$ cat src/rtl/spi_rec_sequencer.sv
// SPI receive sequencer: reads one 5-byte frame from an SPI master, one byte at a time,
// and writes the bytes to receive-buffer addresses 3..7. The frame is then held until
// the consumer accepts it.
// Optional feature: define SPI_TIMEOUT_EN to abort a byte request that waits too long
// for spi_ack (goes to ERR and sets the sticky timeout_err flag).

module spi_rec_sequencer #(
  parameter int unsigned TIMEOUT_CYCLES = 255
) (
  input  logic       clk,
  input  logic       rst,
  input  logic       start,
  output logic       busy,
  output logic       spi_req,
  output logic [2:0] spi_byte_idx,
  input  logic       spi_ack,
  input  logic [7:0] spi_data_in,
  output logic       buffer_en,
  output logic [4:0] addr,
  output logic [7:0] data_rec,
  output logic       frame_valid,
  input  logic       frame_ready,
  output logic       timeout_err
);

  localparam logic [2:0] LastIdx  = 3'd4;
  localparam logic [4:0] BaseAddr = 5'd3;

  // Reject out-of-range timeouts at elaboration.
  if (TIMEOUT_CYCLES < 1 || TIMEOUT_CYCLES > 65535) begin : g_bad_timeout
    $error("TIMEOUT_CYCLES must be in 1..65535");
  end

`ifdef SPI_TIMEOUT_EN
  typedef enum logic [2:0] {StIdle, StReq, StStore, StDone, StErr} state_e;
  localparam logic [15:0] TimeoutLast = 16'(TIMEOUT_CYCLES - 1);
`else
  typedef enum logic [2:0] {StIdle, StReq, StStore, StDone} state_e;
`endif

  state_e     state_q, state_d;
  logic [2:0] idx_q, idx_d;
  logic [7:0] data_q, data_d;
  logic       terr_q, terr_d;
`ifdef SPI_TIMEOUT_EN
  logic [15:0] cnt_q, cnt_d;
`endif

  // State and datapath registers; reset forces IDLE with cleared index and data.
  always_ff @(posedge clk or negedge rst) begin
    if (!rst) begin
      state_q <= StIdle;
      idx_q   <= 3'd0;
      data_q  <= 8'd0;
      terr_q  <= 1'b0;
    end else begin
      state_q <= state_d;
      idx_q   <= idx_d;
      data_q  <= data_d;
      terr_q  <= terr_d;
    end
  end

`ifdef SPI_TIMEOUT_EN
  // Wait counter for the current byte request.
  always_ff @(posedge clk or negedge rst) begin
    if (!rst) begin
      cnt_q <= 16'd0;
    end else begin
      cnt_q <= cnt_d;
    end
  end
`endif

  // Next-state logic: sequence REQ/STORE pairs for bytes 0..4, then hold in DONE.
  always_comb begin
    state_d = state_q;
    idx_d   = idx_q;
    data_d  = data_q;
    terr_d  = terr_q;
`ifdef SPI_TIMEOUT_EN
    cnt_d   = cnt_q;
`endif
    unique case (state_q)
      StIdle: begin
        if (start) begin
          state_d = StReq;
          idx_d   = 3'd0;
          terr_d  = 1'b0;
`ifdef SPI_TIMEOUT_EN
          cnt_d   = 16'd0;
`endif
        end
      end
      StReq: begin
        // An ack in the same cycle as the timeout wins.
        if (spi_ack) begin
          data_d  = spi_data_in;
          state_d = StStore;
        end else begin
`ifdef SPI_TIMEOUT_EN
          cnt_d = cnt_q + 16'd1;
          if (cnt_q == TimeoutLast) begin
            state_d = StErr;
            terr_d  = 1'b1;
          end
`endif
        end
      end
      StStore: begin
        if (idx_q == LastIdx) begin
          state_d = StDone;
        end else begin
          idx_d   = idx_q + 3'd1;
          state_d = StReq;
`ifdef SPI_TIMEOUT_EN
          cnt_d   = 16'd0;
`endif
        end
      end
      StDone: begin
        // start in the same cycle as frame_ready is dropped.
        if (frame_ready) begin
          state_d = StIdle;
        end
      end
`ifdef SPI_TIMEOUT_EN
      StErr: begin
        state_d = StIdle;
      end
`endif
      default: begin
        state_d = StIdle;
      end
    endcase
  end

  // Outputs are decoded from registered state only, so reset reaches them immediately.
  always_comb begin
    busy         = (state_q != StIdle);
    spi_req      = (state_q == StReq);
    spi_byte_idx = idx_q;
    buffer_en    = (state_q == StStore);
    addr         = BaseAddr;
    if (state_q == StStore) begin
      addr = BaseAddr + {2'b00, idx_q};
    end
    data_rec     = data_q;
    frame_valid  = (state_q == StDone);
    timeout_err  = terr_q;
  end

endmodule

$ cat config.mk
export PLATFORM = sky130hd
export DESIGN_NAME = spi_rec_sequencer
export DESIGN_NICKNAME = d
export VERILOG_FILES = /design/src/rtl/spi_rec_sequencer.sv
export SDC_FILE = /design/constraint.sdc
export NUM_CORES = 1
export LEC_CHECK = 0
export BUFFER_PORTS_ARGS = -buffer_cell sky130_fd_sc_hd__buf_2
export CAP_MARGIN = 20
export CORE_MARGIN = 5
export CORE_UTILIZATION = 42
export CTS_BUF_LIST = sky130_fd_sc_hd__clkbuf_4
export CTS_CLUSTER_SIZE = 14
export DETAILED_ROUTE_END_ITERATION = 16
export GPL_ROUTABILITY_DRIVEN = 0
export PLACE_DENSITY = 0.77
export SLEW_MARGIN = 5
export SYNTH_ARGS = -nofsm -noshare
export SYNTH_HDL_FRONTEND = slang
export SYNTH_SLANG_ARGS = --single-unit
$ cat constraint.sdc
create_clock -name clk -period 1.29 [get_ports clk]
set_clock_uncertainty 0.05 [all_clocks]
set_input_delay 0.1935 -clock clk [delete_from_list [all_inputs] [get_ports clk]]
set_output_delay 0.1935 -clock clk [all_outputs]
set_load 0.02 [all_outputs]
==> impl_metrics.tcl <==
set metrics [dict create \
    status "complete, but fails checks" \
    violations "negative setup slack" \
    via_per_inst 5.10 \
    utilization 0.741 \
    finalNonFillerCells 122 \
    fin_total_pwr_mw 2.86 \
    synth_compound_area_frac 0.119 \
    grt_max_degree 14 \
    slowest_stage "dfrtp_2" \
    path_max_fanout 3 \
    htreeDepth 1 \
    cp_num_cells 5 \
    final.min_clock_period_ns 1.48 \
    synth-xor-area-share 0.0126 \
    hold_ws_ns 0.103 \
    synth_commonest_cells "dfrtp_1, mux2_2, a21oi_1, inv_1" \
    synth_top_area_frac 0.468 \
    whs_path_depth 2 \
    rows 14 \
    clk_latency_ns 0.27 \
    hold_path_end "data_rec[6]" \
    die_h_um 50.7 \
    cap_violations 0 \
    cts.sinks 13 \
    synth_mux_area_frac 0.144 \
    cp_num_buf_inv 2 \
    dieArea_mm2 0.00257 \
    cts_tree "yes" \
    hold_start "spi_data_in[6]" \
    place_area_um2 906 \
    first_iter_violations 13 \
    syn_area_per_cell_um2 11.0 \
    path_clk_slew_ns 0.08 \
    initial_core_util 0.450 \
    crit_chain "inv_4 > ha_4 > xor2_2 > nor2_2 > buf_6" \
    synthFlopType "dfrtp_1" \
    rsz0062_at_grt "yes" \
    ir_drop_uv 1470 \
    setup_viol 18 \
    max_stage_delay_ns 0.43 \
    end_kind "primary output" \
    dr_total_vias 622 \
    ctsLongestPathBuffers 2 \
    drc 0 \
    area_growth_pct 64.5 \
    dpl_worst_slack_ns 0.0157 \
    gr-total-overflow 0 \
    yosysTopAreaCell "dfrtp_1" \
    final_nets 123 \
    drive_gt1_frac 0.689 \
    max_freq_mhz 675 \
    arrival_ns 1.24 \
    p_leak_nw 0.586 \
    yosys.cell_count.top_type "dfrtp_1" \
    yosysSeqAreaShare 0.468 \
    finalHoldViolations 0 \
    numPortBuffers 31 \
    grt_pass1_vias 644 \
    io_pins 34 \
    r2r_start "state_q[0]" \
    start_kind "flip-flop" \
    core_mm2 0.00154 \
    synth_area_leaders "dfrtp_1, mux2_2, ha_1" \
    slew_viol_final 0 \
    groute.usage.overall 0.136 \
    synth_edf_count 0 \
    setup_tns_ns -1.11 \
    synth.yosys.warnings 0 \
    fin_ws_ns -0.192 \
    final_area_mm2 0.00114 \
    min_path_type "in2reg" \
    ant_nets 0 \
    antenna_found_initial 0 \
    die_w_um 50.7 \
    synthArstFlopShare 1.00 \
    reg2reg_to "data_rec[5]" \
    dp_hpwl_mm 1.16 \
    yosysUniqueCellTypes 25 \
    grt_pass1_wl_mm 2.75 \
    cts_buffers 3 \
    cp_top_family "flip-flops" \
    drt-total-wl_mm 1.77 \
    cts_root_buf "clkbuf_4" \
    synth_fa_ha_area_frac 0.0541 \
    dp.cells 110 \
    pwr_density_cell_mw_per_mm2 2500 \
    synthSimpleGateAreaFrac 0.128 \
    synth_seq_cells 13 \
    wl_per_cell_um 14.5 \
    r2r_cells 4 \
    syn-instance-count 63 \
    fin_crit_sh 1.15 \
    first_pass_iters 4 \
    antennaDiodeCount 0 \
    synth_top_family_by_area "multiplexers" \
    crit_type "reg2out" \
    r2r_slack_ns -0.03 \
    synthesis.area_um2 694 \
    crit_required_ns 1.05 \
]
sequential cells by signal (all words and copies together), names as in the netlist:
register,cells
data_rec,8
state_q,2
spi_byte_idx,3
layout make-up:
| type | instances | area [um2] |
|---|---|---|
| sequential | 13 | 330 |
| timing repair buffer | 43 | 318 |
| clock buffer | 4 | 30.0 |
| inverter | 4 | 22.5 |
| tap | 16 | 20.0 |
| fill | 109 | 399 |
| multi-input combinational | 42 | 422 |
routing by layer:
layer	up-vias	wire length [um]	global-route usage
met3	2	103	0.0296
met4	0	27	0.0511
li1	296	-	-
met5	-	0	0
met2	20	973	0.246
met1	304	662	0.152
power by group:
group | switching [mW] | leakage (nW) | internal, mW
logic | 0.859 | 0.415 | 0.984
clock network | 0.131 | 0.0184 | 0.141
registers | 0.142 | 0.152 | 0.603
cell families (layout without fill, tap and decap cells):
group	after synthesis	after routing
simple gates	15	15
flops	13	13
other cells	1	2
compound gates	12	12
mux	9	9
xor+xnor	1	1
buf+inv	9	51
fa+ha+maj	3	3
worst reg2reg max path: stages (launching register included):
cell	delay (ns)
dfrtp_2	0.45
buf_6	0.12
and2b_4	0.18
nand2_8	0.10
mux2_4	0.31
worst max-delay path by stage:
stage               startpoint         endpoint
2_1_floorplan  spi_byte_idx[0]  spi_byte_idx[0]
3_3_place_gp   spi_byte_idx[0]  spi_byte_idx[1]
3_5_place_dp        state_q[0]      data_rec[5]
4_1_cts        spi_byte_idx[0]          addr[2]
5_1_grt        spi_byte_idx[0]          addr[2]
6_report       spi_byte_idx[0]          addr[2]
placed cells by master, fill, tap and decap left out, drive strengths merged, types with 2 or more instances in the layout:
master and n:
a32o 2, nand2 4, clkbuf 4, inv 4, nor2 3, a21oi 4
conb 2, dfrtp 13, o21ai 2, a22o 2, ha 3, mux2 8
buf 42, nand2b 2
timing repair:
| action | in CTS | in global routing |
|---|---|---|
| pin swaps | 1 | 2 |
| hold buffers | 1 | 0 |
| endpoints found under the hold margin | 13 | 0 |
| gates resized for setup | 26 | 15 |
| endpoints found under the setup margin | 8 | 20 |
| setup buffers | 4 | 3 |
Note: power is estimated with default switching activity, not from simulation.
